===== config.mk =====
export PLATFORM = sky130hd
export DESIGN_NAME = mtr_drv_pwm_flat
export DESIGN_NICKNAME = d
export VERILOG_FILES = /design/src/rtl/mtr_drv_pwm_pkg.sv /design/src/rtl/mtr_drv_pwm_if.sv /design/src/rtl/mtr_drv_pwm_nonoverlap.sv /design/src/rtl/mtr_drv_pwm.sv /design/src/flat_wrapper.sv
export SDC_FILE = /design/constraint.sdc
export NUM_CORES = 1
export LEC_CHECK = 0
export CAP_MARGIN = 15
export CELL_PAD_IN_SITES_DETAIL_PLACEMENT = 0
export CELL_PAD_IN_SITES_GLOBAL_PLACEMENT = 1
export CORE_MARGIN = 10
export CORE_UTILIZATION = 46
export DETAILED_ROUTE_END_ITERATION = 8
export PLACE_DENSITY_LB_ADDON = 0.1
export SYNTH_ARGS = -nofsm -noshare
export SYNTH_HDL_FRONTEND = slang
export SYNTH_SLANG_ARGS = --single-unit

===== constraint.sdc =====
create_clock -name clk -period 2.4 [get_ports clk]
set_clock_uncertainty 0.05 [all_clocks]
set_input_delay 0.24 -clock clk [delete_from_list [all_inputs] [get_ports clk]]
set_output_delay 0.24 -clock clk [all_outputs]
set_load 0.05 [all_outputs]

===== src/rtl/mtr_drv_pwm_pkg.sv =====
// Shared types and helpers for the motor-drive PWM stage.
package mtr_drv_pkg;
  localparam int PWM_W = 11;
  typedef logic [PWM_W-1:0] duty_t;
  typedef logic signed [11:0] spd_t;

  localparam duty_t DUTY_ZERO = 11'h400;
  localparam duty_t CNT_TOP   = 11'h7FF;

  // Offset-binary map: -2048 -> 0, 0 -> 0x400, 2047 -> 0x7FF (LSB of speed is dropped).
  function automatic duty_t spd2duty(input spd_t spd);
    return duty_t'({~spd[11], spd[10:0]} >> 1);
  endfunction
endpackage


===== src/rtl/mtr_drv_pwm_if.sv =====
// Speed command / over-current inputs and gate-drive outputs of the motor-drive stage.
interface mtr_drv_pwm_if;
  import mtr_drv_pkg::*;

  spd_t lft_spd;
  spd_t rght_spd;
  logic ovr_i;
  logic PWM1_lft;
  logic PWM2_lft;
  logic PWM1_rght;
  logic PWM2_rght;
  logic pwm_synch;
  logic ovr_i_shtdwn;

  modport master (
    output lft_spd, rght_spd, ovr_i,
    input  PWM1_lft, PWM2_lft, PWM1_rght, PWM2_rght, pwm_synch, ovr_i_shtdwn
  );

  modport slave (
    input  lft_spd, rght_spd, ovr_i,
    output PWM1_lft, PWM2_lft, PWM1_rght, PWM2_rght, pwm_synch, ovr_i_shtdwn
  );
endinterface


===== src/rtl/mtr_drv_pwm_nonoverlap.sv =====
// One half-bridge: raw PWM compare result -> complementary gate pair with dead time,
// plus a blanking counter that reports when the high side has been on long enough to trust ovr_i.
module pwm_nonoverlap #(
  parameter logic [5:0] NONOVERLAP = 6'd32,
  parameter logic [7:0] BLANK      = 8'd128
) (
  input  logic clk,
  input  logic rst_n,
  input  logic pwm_sig_next,
  input  logic kill,
  output logic pwm1,
  output logic pwm2,
  output logic blank_done
);
  logic [5:0] hi_run_reg;
  logic [5:0] lo_run_reg;
  logic [7:0] blank_reg;
  logic       pwm1_next;
  logic       pwm2_next;

  // Run counters hold how many consecutive clks the registered PWM_sig has sat at each level.
  assign pwm1_next = pwm_sig_next && (hi_run_reg >= NONOVERLAP) && !kill;
  assign pwm2_next = !pwm_sig_next && (lo_run_reg >= NONOVERLAP) && !kill;

  always_ff @(posedge clk or negedge rst_n) begin
    if (!rst_n) begin
      hi_run_reg <= '0;
      lo_run_reg <= '0;
      blank_reg  <= '0;
      pwm1       <= 1'b0;
      pwm2       <= 1'b0;
    end else begin
      if (!pwm_sig_next)
        hi_run_reg <= '0;
      else if (hi_run_reg < NONOVERLAP)
        hi_run_reg <= hi_run_reg + 6'd1;

      if (pwm_sig_next)
        lo_run_reg <= '0;
      else if (lo_run_reg < NONOVERLAP)
        lo_run_reg <= lo_run_reg + 6'd1;

      if (pwm1_next && !pwm1)
        blank_reg <= '0;
      else if (blank_reg != BLANK)
        blank_reg <= blank_reg + 8'd1;

      pwm1 <= pwm1_next;
      pwm2 <= pwm2_next;
    end
  end

  assign blank_done = pwm1 && (blank_reg == BLANK);
endmodule


===== src/rtl/mtr_drv_pwm.sv =====
// Motor-drive stage: wheel speed commands -> dead-time protected H-bridge gate pairs,
// with blanked over-current detection and a sticky shutdown that coasts both motors.
module mtr_drv_pwm
  import mtr_drv_pkg::*;
#(
  parameter logic [5:0] NONOVERLAP = 6'd32,
  parameter logic [7:0] BLANK      = 8'd128,
  parameter logic [4:0] OVR_LIMIT  = 5'd20
) (
  input logic          clk,
  input logic          rst_n,
  mtr_drv_pwm_if.slave bus
);
  localparam int NCH = 2;  // channel 0 = left wheel, 1 = right wheel

  duty_t          cnt_reg;
  spd_t           spd [NCH];
  logic [NCH-1:0] pwm1;
  logic [NCH-1:0] pwm2;
  logic [NCH-1:0] blank_done;
  logic           pwm_synch;
  logic           ovr_meta_reg;
  logic           ovr_sync_reg;
  logic           ovr_flag_reg;
  logic [4:0]     ovr_cnt_reg;
  logic           shtdwn_reg;
  logic           ovr_qual;
  logic           ovr_trip;
  logic           kill;

  assign spd[0]    = bus.lft_spd;
  assign spd[1]    = bus.rght_spd;
  assign pwm_synch = (cnt_reg == CNT_TOP);

  always_ff @(posedge clk or negedge rst_n) begin
    if (!rst_n)
      cnt_reg <= '0;
    else
      cnt_reg <= cnt_reg + duty_t'(1);
  end

  generate
    for (genvar gi = 0; gi < NCH; gi++) begin : g_ch
      duty_t duty_reg;

      // Duty only changes at the period boundary so a pulse is never cut short mid-period.
      always_ff @(posedge clk or negedge rst_n) begin
        if (!rst_n)
          duty_reg <= DUTY_ZERO;
        else if (pwm_synch)
          duty_reg <= spd2duty(spd[gi]);
      end

      pwm_nonoverlap #(
        .NONOVERLAP (NONOVERLAP),
        .BLANK      (BLANK)
      ) u_nov (
        .clk          (clk),
        .rst_n        (rst_n),
        .pwm_sig_next (cnt_reg < duty_reg),
        .kill         (kill),
        .pwm1         (pwm1[gi]),
        .pwm2         (pwm2[gi]),
        .blank_done   (blank_done[gi])
      );
    end
  endgenerate

  assign ovr_qual = ovr_sync_reg && (|blank_done);
  assign ovr_trip = (ovr_cnt_reg == OVR_LIMIT);
  // Gates are dropped on the same edge the shutdown flag rises, not one clk later.
  assign kill     = shtdwn_reg || ovr_trip;

  always_ff @(posedge clk or negedge rst_n) begin
    if (!rst_n) begin
      ovr_meta_reg <= 1'b0;
      ovr_sync_reg <= 1'b0;
      ovr_flag_reg <= 1'b0;
      ovr_cnt_reg  <= '0;
      shtdwn_reg   <= 1'b0;
    end else begin
      ovr_meta_reg <= bus.ovr_i;
      ovr_sync_reg <= ovr_meta_reg;

      if (pwm_synch) begin
        ovr_flag_reg <= 1'b0;
        if (ovr_flag_reg || ovr_qual) begin
          if (!ovr_trip)
            ovr_cnt_reg <= ovr_cnt_reg + 5'd1;
        end else begin
          ovr_cnt_reg <= '0;
        end
      end else if (ovr_qual) begin
        ovr_flag_reg <= 1'b1;
      end

      if (ovr_trip)
        shtdwn_reg <= 1'b1;
    end
  end

  assign bus.PWM1_lft     = pwm1[0];
  assign bus.PWM2_lft     = pwm2[0];
  assign bus.PWM1_rght    = pwm1[1];
  assign bus.PWM2_rght    = pwm2[1];
  assign bus.pwm_synch    = pwm_synch;
  assign bus.ovr_i_shtdwn = shtdwn_reg;
endmodule


===== src/flat_wrapper.sv =====
// flat-port wrapper written by rule: the top's interface ports become plain ports
module mtr_drv_pwm_flat import mtr_drv_pkg::*;
#(
  parameter logic [5:0] NONOVERLAP = 6'd32,
  parameter logic [7:0] BLANK      = 8'd128,
  parameter logic [4:0] OVR_LIMIT  = 5'd20
)
  (clk, rst_n, bus_lft_spd, bus_rght_spd, bus_ovr_i, bus_PWM1_lft, bus_PWM2_lft, bus_PWM1_rght, bus_PWM2_rght, bus_pwm_synch, bus_ovr_i_shtdwn);
  mtr_drv_pwm_if bus_i ();
  input logic clk;
  input logic rst_n;
  input wire logic [$bits(bus_i.lft_spd)-1:0] bus_lft_spd;
  input wire logic [$bits(bus_i.rght_spd)-1:0] bus_rght_spd;
  input wire logic [$bits(bus_i.ovr_i)-1:0] bus_ovr_i;
  output wire logic [$bits(bus_i.PWM1_lft)-1:0] bus_PWM1_lft;
  output wire logic [$bits(bus_i.PWM2_lft)-1:0] bus_PWM2_lft;
  output wire logic [$bits(bus_i.PWM1_rght)-1:0] bus_PWM1_rght;
  output wire logic [$bits(bus_i.PWM2_rght)-1:0] bus_PWM2_rght;
  output wire logic [$bits(bus_i.pwm_synch)-1:0] bus_pwm_synch;
  output wire logic [$bits(bus_i.ovr_i_shtdwn)-1:0] bus_ovr_i_shtdwn;
  assign bus_i.lft_spd = bus_lft_spd;
  assign bus_i.rght_spd = bus_rght_spd;
  assign bus_i.ovr_i = bus_ovr_i;
  assign bus_PWM1_lft = bus_i.PWM1_lft;
  assign bus_PWM2_lft = bus_i.PWM2_lft;
  assign bus_PWM1_rght = bus_i.PWM1_rght;
  assign bus_PWM2_rght = bus_i.PWM2_rght;
  assign bus_pwm_synch = bus_i.pwm_synch;
  assign bus_ovr_i_shtdwn = bus_i.ovr_i_shtdwn;
  mtr_drv_pwm #(.NONOVERLAP(NONOVERLAP), .BLANK(BLANK), .OVR_LIMIT(OVR_LIMIT)) u_core (.clk(clk), .rst_n(rst_n), .bus(bus_i));
endmodule

==> results, run 1 <==
- The run finished with clean final reports.
- The antenna diode count is 0.
- Counting cells, the worst reg-to-reg path comes to 7.
- The number of nets in the synthesized netlist is 486.
- The HPWL reported at the end of detailed placement is 5650 um.
- The placed instances occupy a cell area of 0.00490 sq mm.
- The total global routing overflow is 0.
- The minimum clock period is 2.20 ns.
- The signal on the critical path passes through and4_1, and3_2, buf_12.
- The endpoint arrival time on the critical path is 1.91 ns.
- The gate count after technology mapping is 424.
- From bottom edge to top edge, the die measures 118 um.
- The initial antenna violation count was 0.
- The final setup violation count is 0.
- The fmax is 455 MHz.
- The number of maximum-capacitance constraint violations is 0.
- The placement row count is 35.
- The I/O pin total is 33.
- The layer with the highest usage after global routing is met2.
- The detail route stage leaves a number of antenna-violating nets equal to 0.
- After detailed routing, the total wire length is 7730 um.
- The clock passes through at most 2 buffers.
- The detailed-route DRC error count is 0.
- Summing over every cut layer, the via total after detailed routing is 2937.
- The buffer cell driving the clock tree root is sky130_fd_sc_hd__clkbuf_8.
- The met3 layer usage reported by global route is 0.0398.
- The worst hold-check path type is in2reg.
- The clock tree synthesis step divided the H-tree into 3 levels.
- In this run the tool buffered the top-level ports with 30 buffer cells.
- The clock net in this run drives a total of 86 sinks.
- The number of hold violations in the final report was 0.
- The worst setup path is launched from a flop.
- Yosys mapped a number of flops with a built-in enable equal to 0.
- The core region is 0.00928 sq mm.
- The total CTS buffers is 9.
- The initial utilization of the core area, before any placement, comes to 0.473.
- The cell area after layout is 0.00511 sq mm.
- The area enclosed by the die boundary is 0.0139 sq mm.
- The fraction of layout cells with a size suffix above 1 is 0.0932.
- The number of global-route vias before repair is 2902.
- The synthesized flop and latch total is 86.
- The global-route track usage on met1 is 0.157.
- The required time reported for the critical path endpoint is 2.11 ns.
- The count of fill cells added during filler insertion is 862.
- In the layout the commonest cells are sky130_fd_sc_hd__dfrtp_1 (84), sky130_fd_sc_hd__nor2_1 (49), sky130_fd_sc_hd__inv_1 (38), sky130_fd_sc_hd__nand2_1 (38), sky130_fd_sc_hd__ha_1 (35).
- Of all nets on the critical path, the largest fanout is 24.
- Tracing the worst setup path back leads to its startpoint at u_core.cnt_reg[2].
- The TritonCTS clock tree is done.
- The register with the most flip-flops in the layout has 22 of them.
- The mapped cell area is 0.00440 sq mm.
- Entering global routing, the biggest net connects 48 pins.
- Using the TritonRoute via totals, the vias-per-cell ratio works out to 4.89.
- Dividing the final minimum period by the clock period gives 0.916.
- The capturing element of the worst setup path is bus_pwm_synch.
- The global-route total usage across every layer is 0.119.
- Dividing the synthesized area by the synthesized cell count gives 10.4 sq um.
- The chip width is 118 um.
- Synthesis instantiated 46 different standard cells from the library.
- The weighted congestion reported at the end of routability-driven placement is 0.800.
- In the final design database the tool counted 529 nets.
- The share of synthesized flip-flops with an asynchronous set or reset is 1.00.
- The number of max-slew violations in the final report came to 0.
- The worst flop-to-flop path endpoint is u_core.g_ch[0].u_nov.blank_reg[1].
- After detailed routing, the average wire length per cell comes to 12.9 um.
- The area growth from synthesis to layout is 16.3%.
- The detailed router's first-iteration violation count is 186.
- For the worst-skew pair, the clock arrives at the later sink with an insertion delay of 0.35 ns.
- In this run the power density over the cells is 500 mW/mm^2.
- The slew at the pin with the worst max-slew slack is 0.521 ns.
- For this run, the slowest stage of the critical path takes 0.54 ns.
- The worst-case IR drop observed on VDD is 227 uV.
- The Yosys warning count is 0.
- The first global-routing pass estimated 13800 um of wire.
- The category of the worst setup path capture point is an output pin.
- The analysis attributes to cell leakage a power of 2.44 nW.
- Before antenna repair, the detailed router went through 6 iterations.
- In the final timing run, aggregate negative setup slack is 0 ns.
- The flop-to-flop setup slack is 0.21 ns.
- The clock-pin slew on the worst setup and hold paths is 0.09 ns.
- The worst flop-to-flop path startpoint is u_core.g_ch[0].duty_reg[10].
- The library cell used most frequently in the layout, excluding fill and tap cells, is sky130_fd_sc_hd__dfrtp_1.
- For this run, global-route usage on met2 was measured as 0.181.
- The library cell contributing the largest single delay on the critical path is sky130_fd_sc_hd__and3_2.
- The fraction of the yosys area taken by sequential cells is 0.490.
- The start-to-end type of the worst setup path is reg2out.
- In the synthesized netlist the dominant register cell turns out to be sky130_fd_sc_hd__dfrtp_1.
- Setup repair after global routing left no endpoint under its margin.
- The worst relative slew slack is 0.652.
-- critical path: cells and delay by family, from the launching register on --
kind | cells | cell delay (ns)
buffers and inverters | 1 | 0.20
flip-flops | 1 | 0.48
AND/OR/NAND/NOR | 2 | 0.86
-- layer usage --
| layer | routed length, um | up-vias |
|---|---|---|
| li1 | - | 1512 |
| met1 | 3910 | 1380 |
| met2 | 3490 | 43 |
| met3 | 274 | 2 |
| met4 | 53 | 0 |
| met5 | 0 | - |
-- power breakdown --
group / switching (mW) / total, mW / internal (mW)
clock: 0.496 / 1.04 / 0.539
combinational: 0.0332 / 0.0716 / 0.0384
sequential: 0.000705 / 1.45 / 1.45
-- cells in the mapped netlist (4+ instances only) --
cell type / instances / area (sq um)
sky130_fd_sc_hd__a21oi_1: 11 / 55.1
sky130_fd_sc_hd__a31oi_1: 4 / 25.0
sky130_fd_sc_hd__and3_1: 13 / 81.3
sky130_fd_sc_hd__dfrtp_1: 84 / 2100
sky130_fd_sc_hd__ha_1: 35 / 438
sky130_fd_sc_hd__inv_1: 38 / 143
sky130_fd_sc_hd__mux2i_1: 7 / 70.1
sky130_fd_sc_hd__nand2_1: 38 / 143
sky130_fd_sc_hd__nand2b_1: 4 / 25.0
sky130_fd_sc_hd__nand3_1: 17 / 85.1
sky130_fd_sc_hd__nand4_1: 8 / 50.1
sky130_fd_sc_hd__nor2_1: 49 / 184
sky130_fd_sc_hd__nor2b_1: 7 / 43.8
sky130_fd_sc_hd__o21a_1: 4 / 30.0
sky130_fd_sc_hd__o21ai_0: 17 / 85.1
sky130_fd_sc_hd__o21ai_1: 6 / 30.0
sky130_fd_sc_hd__xnor2_1: 16 / 140
sky130_fd_sc_hd__xor2_1: 21 / 184
-- cell families after synthesis --
| family | count (synthesis) | share of synthesized area |
|---|---|---|
| AND/OR/NAND/NOR | 156 | 0.183 |
| buffers and inverters | 44 | 0.0401 |
| multiplexers | 9 | 0.0211 |
| adder cells (fa/ha/maj) | 35 | 0.0996 |
| flip-flops | 86 | 0.490 |
| XOR/XNOR | 37 | 0.0737 |
| AO/OA/AOI/OAI | 57 | 0.0925 |
-- what timing repair did --
item	in CTS	in global routing
endpoints found under the hold margin	38	0
resized for setup	0	0
hold buffers	1	0
setup buffers	0	0
-- through the flow --
stage	total power [mW]	util	std cells	setup slack, ns	hold slack [ns]
global route	2.68	0.551	601	0.0592	0.254
CTS	2.60	0.551	601	0.190	0.258
detailed placement	1.55	0.527	584	0.215	0.213
floorplan	1.48	-	424	0.385	-0.106
finish	2.56	0.551	601	0.203	0.278
global placement	1.55	0.527	584	0.252	0.209
-- area by class of cell --
class | count | area [sq um] | area share
Sequential cell | 86 | 2150 | 0.422
Multi-Input combinational cell | 294 | 2070 | 0.404
Timing Repair Buffer | 38 | 383 | 0.0749
Tap cell | 129 | 161 | 0.0316
Clock buffer | 13 | 159 | 0.0311
Inverter | 38 | 143 | 0.0279
Clock inverter | 3 | 45.0 | 0.00881
-- how the worst min path moves through the flow --
stage,startpoint,slack [ns],end,cells after the start
2_1_floorplan,rst_n,-0.11,u_core.bus.ovr_i_shtdwn,0
3_3_place_gp,rst_n,0.21,u_core.g_ch[0].u_nov.blank_reg[2],1
3_5_place_dp,rst_n,0.21,u_core.g_ch[0].u_nov.blank_reg[2],1
4_1_cts,bus_ovr_i,0.26,u_core.ovr_meta_reg,1
5_1_grt,bus_ovr_i,0.25,u_core.ovr_meta_reg,1
6_report,bus_ovr_i,0.28,u_core.ovr_meta_reg,1
No activity file was read; power rests on OpenSTA's default activity.
==> run 2, diff against run 1 <==
--- a/config.mk
+++ b/config.mk
@@ -8,10 +8,10 @@
 export CAP_MARGIN = 15
 export CELL_PAD_IN_SITES_DETAIL_PLACEMENT = 0
 export CELL_PAD_IN_SITES_GLOBAL_PLACEMENT = 1
-export CORE_MARGIN = 10
+export CORE_MARGIN = 4
 export CORE_UTILIZATION = 46
 export DETAILED_ROUTE_END_ITERATION = 8
-export PLACE_DENSITY_LB_ADDON = 0.1
+export PLACE_DENSITY_LB_ADDON = 0.3
 export SYNTH_ARGS = -nofsm -noshare
 export SYNTH_HDL_FRONTEND = slang
 export SYNTH_SLANG_ARGS = --single-unit
==> results, run 2 (same netlist as run 1, synthesis figures left out) <==
- By instance count, the cell type seen most on the critical path is sky130_fd_sc_hd__buf_12.
- The clock-pin slew on the worst setup and hold paths is 0.09 ns (about the same).
- The via-per-instance ratio came to 4.92 (was 4.89).
- The delay contributed by the slowest stage of the critical path is 0.44 ns (was 0.54 ns).
- The placement row count was 35 (unchanged).
- The portion of total power attributed to the clock network came to 0.404 (was 0.405).
- The detailed-route via count is 2964 (was 2937).
- The number of hold violations in the final report came to 0 (unchanged).
- The flop-to-flop setup slack is 0.21 ns (about the same).
- The slew at the pin with the worst max-slew slack was 0.522 ns (was 0.521 ns).
- Result of the run: complete, no violations (unchanged).
- The cell area reported after detailed placement is 0.00492 sq mm (was 0.00490 sq mm).
- The TritonCTS clock tree was done (unchanged).
- The required time reported for the critical path endpoint is 2.11 ns (about the same).
- The count of fill cells added during filler insertion is 856 (was 862).
- The utilization after layout is 0.553 (was 0.551).
- The part of the power in combinational logic is 0.029 (was 0.028).
- The number of maximum-capacitance constraint violations is 0 (unchanged).
- The maximum level of the CTS H-tree was 3 (unchanged).
- The flip-flop count of the largest register after layout was 22 (unchanged).
- The worst hold-check path type was in2reg (unchanged).
- The number of routed nets with antenna violations is 0 (unchanged).
- The total number of nets in the final design is 531 (was 529).
- The area growth from synthesis to layout is 16.8% (was 16.3%).
- The internal power consumption is 2.00 mW (was 2.03 mW).
- The number of hold buffers added after CTS is 1 (unchanged).
- The first-pass GRT wire length was 13600 um (was 13800 um).
- The total leakage power is 2.45 nW (was 2.44 nW).
- The final setup violation count was 0 (unchanged).
- The initial standard-cell utilization of the core is 0.473 (unchanged).
- The share of power burned in registers is 0.568 (was 0.567).
- The post-cts gate resize count is 0 (unchanged).
- Worst path cell trace: buf_4, and4_1, and3_2, buf_12, buf_12 (was and4_1, and3_2, buf_12).
- The core region area is 0.00928 sq mm (unchanged).
- The reported net switching power is 555 uW (was 530 uW).
- The power consumption is 2.55 mW (was 2.56 mW).
- The detailed-routing iteration count for the pre-antenna-repair pass is 4 (was 6).
- The count of cells along the worst hold path is 1 (unchanged).
- The number of buffers inserted by port buffering is 30 (unchanged).
- The cell area after layout came to 0.00513 sq mm (was 0.00511 sq mm).
- The post-route setup TNS is 0 ns (unchanged).
- The HPWL reported at the end of detailed placement is 5580 um (was 5650 um).
- The fraction of layout cells with a size suffix above 1 came to 0.0992 (was 0.0932).
- The maximum fanout along the worst path is 19 (was 24).
- The number of setup buffers added after CTS is 0 (unchanged).
- The most common cell after layout, fill and taps aside is sky130_fd_sc_hd__dfrtp_1 (unchanged).
- The largest net degree at the start of global routing is 41 (was 48).
- The endpoint arrival time on the critical path is 1.97 ns (was 1.91 ns).
- The global-route total usage across every layer is 0.150 (was 0.119).
- The final non-filler cell total is 603 (was 601).
- The library cell contributing the largest single delay on the critical path is sky130_fd_sc_hd__and3_2 (unchanged).
- The antenna diode count is 0 (unchanged).
- The number of global-route vias before repair was 2953 (was 2902).
- The total CTS buffers is 9 (unchanged).
- The initial antenna violation count is 0 (unchanged).
- The wire length per cell after detailed routing is 12.6 um (was 12.9 um).
- The number of clock sinks is 86 (unchanged).
- The startpoint type of the worst setup path is a flop (unchanged).
- The I/O pin total is 33 (unchanged).
- The worst relative slew slack was 0.652 (about the same).
- RSZ-0062 raised after global routing: false (unchanged).
- The placed instance count is 586 (was 584).
- The clock latency at the later pin of the worst-skew pair came to 0.36 ns (was 0.35 ns).
- The largest vdd supply drop is 232 uV (was 227 uV).
- The start-to-end type of the worst setup path is reg2out (unchanged).
- The detailed router's first-iteration violation count came to 44 (was 186).
- The fmax is 443 MHz (was 455 MHz).
- The length in cells of the worst reg-to-reg path is 7 (unchanged).
- Most frequent cells in the layout: sky130_fd_sc_hd__dfrtp_1 (84), sky130_fd_sc_hd__nor2_1 (49), sky130_fd_sc_hd__inv_1 (38), sky130_fd_sc_hd__nand2_1 (38), sky130_fd_sc_hd__ha_1 (35) (unchanged).
- The minimum clock period is 2.26 ns (was 2.20 ns).
- The power density normalized to cell area is 497 mW/mm^2 (was 500 mW/mm^2).
- The number of max-slew violations in the final report came to 0 (unchanged).
- The category of the worst setup path capture point was an output pin (unchanged).
- The detailed-route DRC error count is 0 (unchanged).
- The chip width is 106 um (was 118 um).
- The total global routing overflow was 0 (unchanged).
- The maximum number of buffers from clock root to sink is 2 (unchanged).
- The y dimension of the die is 106 um (was 118 um).
- The fraction of the cycle the final worst path needs is 0.940 (was 0.916).
- The buffer cell driving the clock tree root was sky130_fd_sc_hd__clkbuf_8 (unchanged).
- The weighted congestion reported at the end of routability-driven placement came to 0.789 (was 0.800).
- The switching part of the total is 0.217 (was 0.207).
- The overall routed net length is 7590 um (was 7730 um).
- The area enclosed by the die boundary is 0.0112 sq mm (was 0.0139 sq mm).
-- run 2: layout make-up --
class                           count  area (sq um)  area share
Clock buffer                       11           141      0.0275
Timing Repair Buffer               40           410      0.0799
Sequential cell                    86          2150       0.420
Clock inverter                      5          58.8      0.0115
Tap cell                          129           161      0.0314
Inverter                           38           143      0.0278
Multi-Input combinational cell    294          2070       0.402
-- run 2: through the flow --
stage,worst slack (ns),hold WS [ns]
after floorplan,0.385,-0.106
after global placement,0.260,0.209
after detailed placement,0.196,0.211
after CTS,0.117,0.252
after global routing,0.0109,0.257
final,0.144,0.270
-- run 2: final timing paths --
| check | from | to |
|---|---|---|
| min in group asynchronous | rst_n | u_core.g_ch[0].u_nov.blank_reg[2] |
| setup / recovery | u_core.cnt_reg[2] | bus_pwm_synch |
| max in group asynchronous | rst_n | u_core.g_ch[1].duty_reg[10] |
| setup reg to reg | u_core.g_ch[1].duty_reg[10] | u_core.g_ch[1].u_nov.blank_reg[7] |
| hold / removal | bus_ovr_i | u_core.ovr_meta_reg |
| hold reg to reg | u_core.ovr_meta_reg | u_core.ovr_sync_reg |
-- run 2: power by group through the flow --
| stage | clock network [mW] | registers [mW] | logic (mW) |
|---|---|---|---|
| global route | 1.13 | 1.45 | 0.0830 |
| CTS | 1.07 | 1.45 | 0.0770 |
| floorplan | 0 | 1.48 | 0.000639 |
| finish | 1.03 | 1.45 | 0.0728 |
| detailed placement | 0 | 1.48 | 0.0753 |
| global placement | 0 | 1.48 | 0.0743 |
-- run 2: routing by layer --
metal	share of wire	global-route usage
met5	0	0
met1	0.49	0.202
met3	0.031	0.0300
met2	0.46	0.238
met4	0.018	0.0638
-- run 2: worst max-delay path, delay by kind of cell (launching register included) --
kind	cells	cell delay (ns)
simple gates	2	0.72
buf+inv	3	0.49
flops	1	0.40
==> run 3, diff against run 2 <==
--- a/config.mk
+++ b/config.mk
@@ -5,12 +5,14 @@
 export SDC_FILE = /design/constraint.sdc
 export NUM_CORES = 1
 export LEC_CHECK = 0
-export CAP_MARGIN = 15
+export CAP_MARGIN = 20
 export CELL_PAD_IN_SITES_DETAIL_PLACEMENT = 0
 export CELL_PAD_IN_SITES_GLOBAL_PLACEMENT = 1
 export CORE_MARGIN = 4
 export CORE_UTILIZATION = 46
 export DETAILED_ROUTE_END_ITERATION = 8
+export GPL_ROUTABILITY_DRIVEN = 0
+export HOLD_SLACK_MARGIN = 0.1
 export PLACE_DENSITY_LB_ADDON = 0.3
 export SYNTH_ARGS = -nofsm -noshare
 export SYNTH_HDL_FRONTEND = slang
==> results of run 3 <==
Final layout, timing and power as in run 2 (identical DEF).
